$ cat src/rtl/pipe_mem_pkg.sv
// Shared types and helpers for the pipelined data-memory responder.
// Latency: n/a (declarations only).
// Backpressure: n/a.
package pipe_mem_pkg;

  localparam int WORD_W = 32;

  // Access sequencing: IDLE accepts requests, BUSY burns wait states.
  typedef enum logic {
    IDLE = 1'b0,
    BUSY = 1'b1
  } mem_state_t;

  // Word-index width for a DEPTH-word array (at least one bit).
  function automatic int idx_width(input int depth);
    return (depth > 1) ? $clog2(depth) : 1;
  endfunction

endpackage

$ cat src/rtl/mem_array.sv
// DEPTH x 32 storage: combinational read port, write port committed at the rising edge.
// Latency: read 0 cycles, write visible after the closing edge.
// Backpressure: none; the controller decides when to write.
module mem_array
  import pipe_mem_pkg::*;
#(
  parameter int DEPTH = 64,
  parameter int IDX_W = idx_width(DEPTH)
) (
  input  logic              clk,
  input  logic              i_we,
  input  logic [IDX_W-1:0]  i_idx,
  input  logic [WORD_W-1:0] i_wdat,
  output logic [WORD_W-1:0] o_rdat
);

  // Contents survive reset on purpose; the array has no reset network.
  logic [WORD_W-1:0] r_mem [DEPTH];

  // Single shared index: the access in flight reads and writes the same word.
  assign o_rdat = r_mem[i_idx];

  // Commit a store at the edge that closes the completing cycle.
  always_ff @(posedge clk) begin
    if (i_we) begin
      r_mem[i_idx] <= i_wdat;
    end
  end

endmodule

$ cat src/rtl/pipeline_data_mem.sv
// Data-memory responder for the M stage: word read/write with WAIT_STATES programmable stall cycles.
// Latency: access completes WAIT_STATES cycles after the request cycle (same cycle when 0).
// Backpressure: MemStallM holds the pipeline; strobes must stay stable, dropping them aborts the access.
module pipeline_data_mem
  import pipe_mem_pkg::*;
#(
  parameter int DEPTH           = 64,
  parameter int WAIT_STATES     = 2,
  parameter int ERR_ON_MISALIGN = 1
) (
  input  logic              clk,
  input  logic              reset,
  input  logic              MemReadM,
  input  logic              MemWriteM,
  input  logic [WORD_W-1:0] ALUResultM,
  input  logic [WORD_W-1:0] WriteDataM,
  output logic [WORD_W-1:0] ReadDataM,
  output logic              MemStallM,
  output logic              MemDoneM,
  output logic              MemErrM
);

  localparam int IDX_W = idx_width(DEPTH);
  // The counter only ever holds WAIT_STATES-1 down to 0.
  localparam int CNT_W = (WAIT_STATES > 1) ? $clog2(WAIT_STATES) : 1;
  localparam logic [CNT_W-1:0] CNT_LOAD =
      (WAIT_STATES > 0) ? CNT_W'(WAIT_STATES - 1) : '0;

  mem_state_t        r_state;
  mem_state_t        w_state_nxt;
  logic [CNT_W-1:0]  r_cnt;
  logic [CNT_W-1:0]  w_cnt_nxt;

  logic              w_req;
  logic              w_misalign;
  logic              w_reject;
  logic              w_complete;
  logic              w_we;
  logic              w_stall;
  logic              w_done;
  logic              w_err;
  logic [IDX_W-1:0]  w_idx;
  logic [WORD_W-1:0] w_arr_rdat;
  logic [WORD_W-1:0] w_rdat;
  logic              w_unused;

  // Request decode; upper address bits are dropped so addresses wrap modulo DEPTH words.
  assign w_req      = MemReadM | MemWriteM;
  assign w_misalign = (ERR_ON_MISALIGN != 0) && (ALUResultM[1:0] != 2'b00);
  assign w_reject   = w_req && ((MemReadM && MemWriteM) || w_misalign);
  assign w_idx      = ALUResultM[IDX_W+1:2];
  assign w_unused   = ^ALUResultM[WORD_W-1:IDX_W+2];

  mem_array #(
    .DEPTH (DEPTH),
    .IDX_W (IDX_W)
  ) u_mem_array (
    .clk    (clk),
    .i_we   (w_we),
    .i_idx  (w_idx),
    .i_wdat (WriteDataM),
    .o_rdat (w_arr_rdat)
  );

  // State and wait counter; reset drops any access in flight.
  always_ff @(posedge clk or negedge reset) begin
    if (!reset) begin
      r_state <= IDLE;
      r_cnt   <= '0;
    end else begin
      r_state <= w_state_nxt;
      r_cnt   <= w_cnt_nxt;
    end
  end

  // Next state, counter and combinational outputs; strobes seen in the completing cycle are used.
  always_comb begin
    w_state_nxt = r_state;
    w_cnt_nxt   = r_cnt;
    w_stall     = 1'b0;
    w_err       = 1'b0;
    w_complete  = 1'b0;

    case (r_state)
      IDLE: begin
        if (w_req) begin
          if (w_reject) begin
            w_err = 1'b1;
          end else if (WAIT_STATES == 0) begin
            w_complete = 1'b1;
          end else begin
            // Stall is raised in the request cycle itself so the pipeline freezes immediately.
            w_stall     = 1'b1;
            w_cnt_nxt   = CNT_LOAD;
            w_state_nxt = BUSY;
          end
        end
      end
      BUSY: begin
        if (!w_req) begin
          // Datapath withdrew the request: abandon without touching the array.
          w_cnt_nxt   = '0;
          w_state_nxt = IDLE;
        end else if (r_cnt != '0) begin
          w_stall   = 1'b1;
          w_cnt_nxt = r_cnt - CNT_W'(1);
        end else if (w_reject) begin
          // Strobes turned illegal by completion time: reject instead of accessing.
          w_err       = 1'b1;
          w_state_nxt = IDLE;
        end else begin
          w_complete  = 1'b1;
          w_state_nxt = IDLE;
        end
      end
      default: begin
        w_cnt_nxt   = '0;
        w_state_nxt = IDLE;
      end
    endcase

    w_done = w_complete;
    w_we   = w_complete && MemWriteM;
    w_rdat = (w_complete && MemReadM) ? w_arr_rdat : '0;

    // While reset is held everything is quiet even if strobes are still asserted.
    if (!reset) begin
      w_stall = 1'b0;
      w_err   = 1'b0;
      w_done  = 1'b0;
      w_we    = 1'b0;
      w_rdat  = '0;
    end
  end

  assign MemStallM = w_stall;
  assign MemDoneM  = w_done;
  assign MemErrM   = w_err;
  assign ReadDataM = w_rdat;

endmodule

$ cat config.mk
export PLATFORM = sky130hd
export DESIGN_NAME = pipeline_data_mem
export DESIGN_NICKNAME = d
export VERILOG_FILES = /design/src/rtl/pipe_mem_pkg.sv /design/src/rtl/mem_array.sv /design/src/rtl/pipeline_data_mem.sv
export SDC_FILE = /design/constraint.sdc
export NUM_CORES = 2
export LEC_CHECK = 0
export CORE_ASPECT_RATIO = 1.1
export CORE_MARGIN = 1
export CORE_UTILIZATION = 35
export CTS_CLUSTER_SIZE = 25
export DETAILED_ROUTE_END_ITERATION = 7
export GPL_TIMING_DRIVEN = 0
export HOLD_SLACK_MARGIN = 0.02
export RECOVER_POWER = 25
export SLEW_MARGIN = 15
export SYNTH_ARGS = -nofsm -noshare
export SYNTH_HDL_FRONTEND = slang
export SYNTH_HIERARCHICAL = 1
export SYNTH_SLANG_ARGS = --single-unit
$ cat constraint.sdc
create_clock -name clk -period 3.7 [get_ports clk]
set_input_delay 0.74 -clock clk [delete_from_list [all_inputs] [get_ports clk]]
set_output_delay 0.74 -clock clk [all_outputs]
set_load 0.01 [all_outputs]
==> reports/qor.yml <==
status: "complete, but fails checks"
violations: "capacitance limit, slew limit, setup timing"
min_period_ns: 4.36
p_clk_share_pct: 41.2
grt_pass1_vias: 45900
worstPathMaxFanout: 8
syn_inst: 4299
synth_edf_count: 2048
ys_ff_latch: 2050
antenna_left: 0
ys.flop_type: "edfxtp_1"
finalSetupViolations: 521
fillerInstances: 18700
worstSetupEndpointType: "primary output"
vias_per_cell: 5.89
p_int_mw: 38.7
cp_slowest_cell: "nor4_4"
worst_ep_arrival_time_ns: 3.62
htree_levels: 4
clk_path_buf_depth: 3
cts-root-buf: "clkbuf_16"
rows: 182
nNetsFinal: 5014
max_freq_mhz: 229
numCtsBuffers: 206
gp_congestion: 0.961
p_comb_share_pct: 7.6
drv_cap: 18
leakagePower_nw: 33.0
numPortBuffers: 77
grt_first_pass_wirelength_um: 351000
final.setup_skew_ns: 0.0316
path_common_cell: "buf_16"
place_area_um2: 86300
routed.top_layer: "met5"
synth_fp_nets: 4367
core_um2: 224000
wl_met1_um: 94200
final_hold_viol_count: 0
initial_core_util_pct: 35.3
fin_ws_ns: -0.661
area_delta_synth_final_pct: 28.5
grt_usage_pct: 21.9
totalWireLength_um: 259000
place_hpwl_um: 164000
cp_slowest_stage_delay_ns: 0.49
syn_area_um2: 79100
insertion_delay_ns: 0.86
cts_sinks: 2050
stdcell_area_um2: 102000
maxSlewViolCount: 938
die_area_um2: 228000
synthArstFlopShare_pct: 0.0976
met2_length_um: 123000
ys_warn_count: 6
ir_drop_mv: 0.508
dr_wl_met3_um: 25000
max-slew-margin-rel_pct: -157
final_cells: 8079
switching_share_pct: 22.5
path_cells: "buf_12 -> buf_16 -> buf_16 -> buf_16 -> buf_16 -> buf_6 -> buf_12 -> buf_6 -> mux4_2 -> mux2i_1 -> o22ai_1 -> or3_4 -> inv_2 -> nor4_4 -> buf_2"
hold_path_class: "in -> reg"
post-place-cells: 7421
wl_per_cell_um: 32.1
dr.pass1.iters: 6
p_seq_share_pct: 51.2
place_ws_ns: -4.00
vias: 47600
antenna_found_initial: 16
drive_above_1_share_pct: 34.0
crit_required_ns: 2.96
seq_area_frac_synth_pct: 77.8
die_width_um: 455
avgSynthCellArea_um2: 18.4
drt_iter0_drc: 6987
switching_power_mw: 11.2
criticalPathCategory: "in -> out"
synth_cell_type_count: 64
worstMarginPinSlew_ns: 3.85
startpoint_type: "primary input"
power_density_nw_per_um2: 491
clk_pin_slew_ns: 0.06
grt_start_max_net_pins: 65
cts_tree: "built"
grt_setup_unrepaired: "true"
die_y_um: 501
fin_setup_tns_ns: -34.74
grt-ovfl-total: 0
finalCritPeriodShare_pct: 118
num_io_pins: 103
drc: 0
==> per-layer routing <==
layer	up-vias	global-route usage (%)
met3	717	4.58
met1	24600	27.5
li1	19300	-
met2	3015	34.9
met4	8	12.5
met5	-	0
==> cell type report <==
| cell class | count | area, um^2 | area share [%] |
|---|---|---|---|
| Inverter | 36 | 153 | 0.150 |
| Sequential cell | 2050 | 61500 | 60.6 |
| Timing Repair Buffer | 448 | 5930 | 5.84 |
| Multi-Input combinational cell | 1905 | 19700 | 19.3 |
| Clock buffer | 256 | 5410 | 5.32 |
| Clock inverter | 130 | 1180 | 1.16 |
| Buffer | 299 | 4040 | 3.98 |
| Tap cell | 2944 | 3680 | 3.62 |
| Antenna cell | 11 | 27.5 | 0.0271 |
==> through the flow <==
step	hold slack (ns)	utilization (%)	total power, mW
floorplan	0.444	-	27.3
global placement	0.508	37.3	28.7
detailed placement	0.556	38.5	28.7
CTS	0.120	44.7	49.9
global route	0.397	45.4	51.1
finish	0.395	45.4	49.9
==> worst max-delay path: cells and delay by family <==
kind / cells / cell delay [ns]
mux: 2 / 0.53
buf+inv: 10 / 1.37
simple gates: 2 / 0.69
compound gates: 1 / 0.25
==> worst paths after layout <==
kind,depth (start not counted),start,endpoint,slack (ns)
min in group asynchronous,2,reset,r_state,0.56
worst max-delay path,15,ALUResultM[2],ReadDataM[30],-0.66
max in group asynchronous,2,reset,r_cnt,2.96
worst max register to register,7,r_cnt,u_mem_array/r_mem[1][13],-0.20
worst min-delay path,1,WriteDataM[1],u_mem_array/r_mem[45][1],0.39
worst min register to register,1,r_cnt,r_cnt,0.59
==> cell usage after synthesis (all sizes together), types with 6 or more instances <==
cell / instances / area share (%)
nor4: 46 / 0.63
a22o: 66 / 0.73
nand2: 29 / 0.14
or4b: 15 / 0.19
a221oi: 175 / 1.9
a211oi: 18 / 0.17
o221ai: 6 / 0.066
a221o: 15 / 0.19
mux4: 96 / 2.7
inv: 35 / 0.17
a222oi: 16 / 0.20
and3: 85 / 0.67
a21oi: 121 / 0.77
clkbuf: 169 / 0.81
o2bb2ai: 16 / 0.18
nor2: 146 / 0.69
a22oi: 188 / 1.8
mux2i: 259 / 3.3
buf: 139 / 1.0
or4: 15 / 0.14
edfxtp: 2048 / 78
nor2b: 8 / 0.063
nand3: 54 / 0.34
a31oi: 43 / 0.34
nand2b: 18 / 0.14
o22ai: 93 / 0.74
o22a: 70 / 0.78
o21ai: 85 / 0.54
nor3: 23 / 0.15
a2111oi: 16 / 0.18
mux2: 147 / 2.1
==> registers in the layout, indices dropped and copies added, names as in the netlist <==
| name | flops |
|---|---|
| u_mem_array/r_mem | 2048 |
| r_cnt | 1 |
| r_state | 1 |
==> layout by cell type, fill, tap and decap left out, drive strengths merged, types with 15 or more instances in the layout <==
cell,netlist,routed
inv,35,44
a22o,66,66
o21ai,85,85
mux2,147,147
a22oi,188,188
nor3,23,23
clkinv,1,96
nor4,46,46
bufinv,0,19
a2111oi,16,16
a21oi,121,121
o22ai,93,93
nor2,146,146
a221oi,175,175
or4,15,15
a211oi,18,18
clkbuf,169,446
or4b,15,15
buf,139,546
a221o,15,15
nand3,54,54
o2bb2ai,16,16
edfxtp,2048,2048
o22a,70,70
nand2b,18,18
mux2i,259,259
and3,85,85
nand2,29,29
mux4,96,96
a222oi,16,16
a31oi,43,43
==> kinds of logic after synthesis <==
logic type	after synthesis	share of synthesized area (%)
AO/OA/AOI/OAI	938	8.70
AND/OR/NAND/NOR	464	3.39
multiplexers	502	8.10
XOR/XNOR	1	0.0111
flip-flops	2050	77.8
buffers and inverters	344	1.99
==> power groups by stage <==
stage,combinational (mW),sequential (mW),clock (mW)
3_3_place_gp,2.55,26.1,0
4_1_cts,3.60,25.6,20.7
3_5_place_dp,2.69,26.0,0
6_report,3.77,25.6,20.6
5_1_grt,3.86,25.6,21.6
2_1_floorplan,1.26,26.1,0
==> what timing repair did <==
action | CTS | global route
pin swaps | 212 | 110
setup buffers | 148 | 101
hold buffers | 0 | 1
setup endpoints to repair | 2082 | 1169
cloned | 18 | 5
endpoints found under the hold margin | 0 | 2
resized for setup | 1494 | 167
Power figures use the tool's default switching activity.
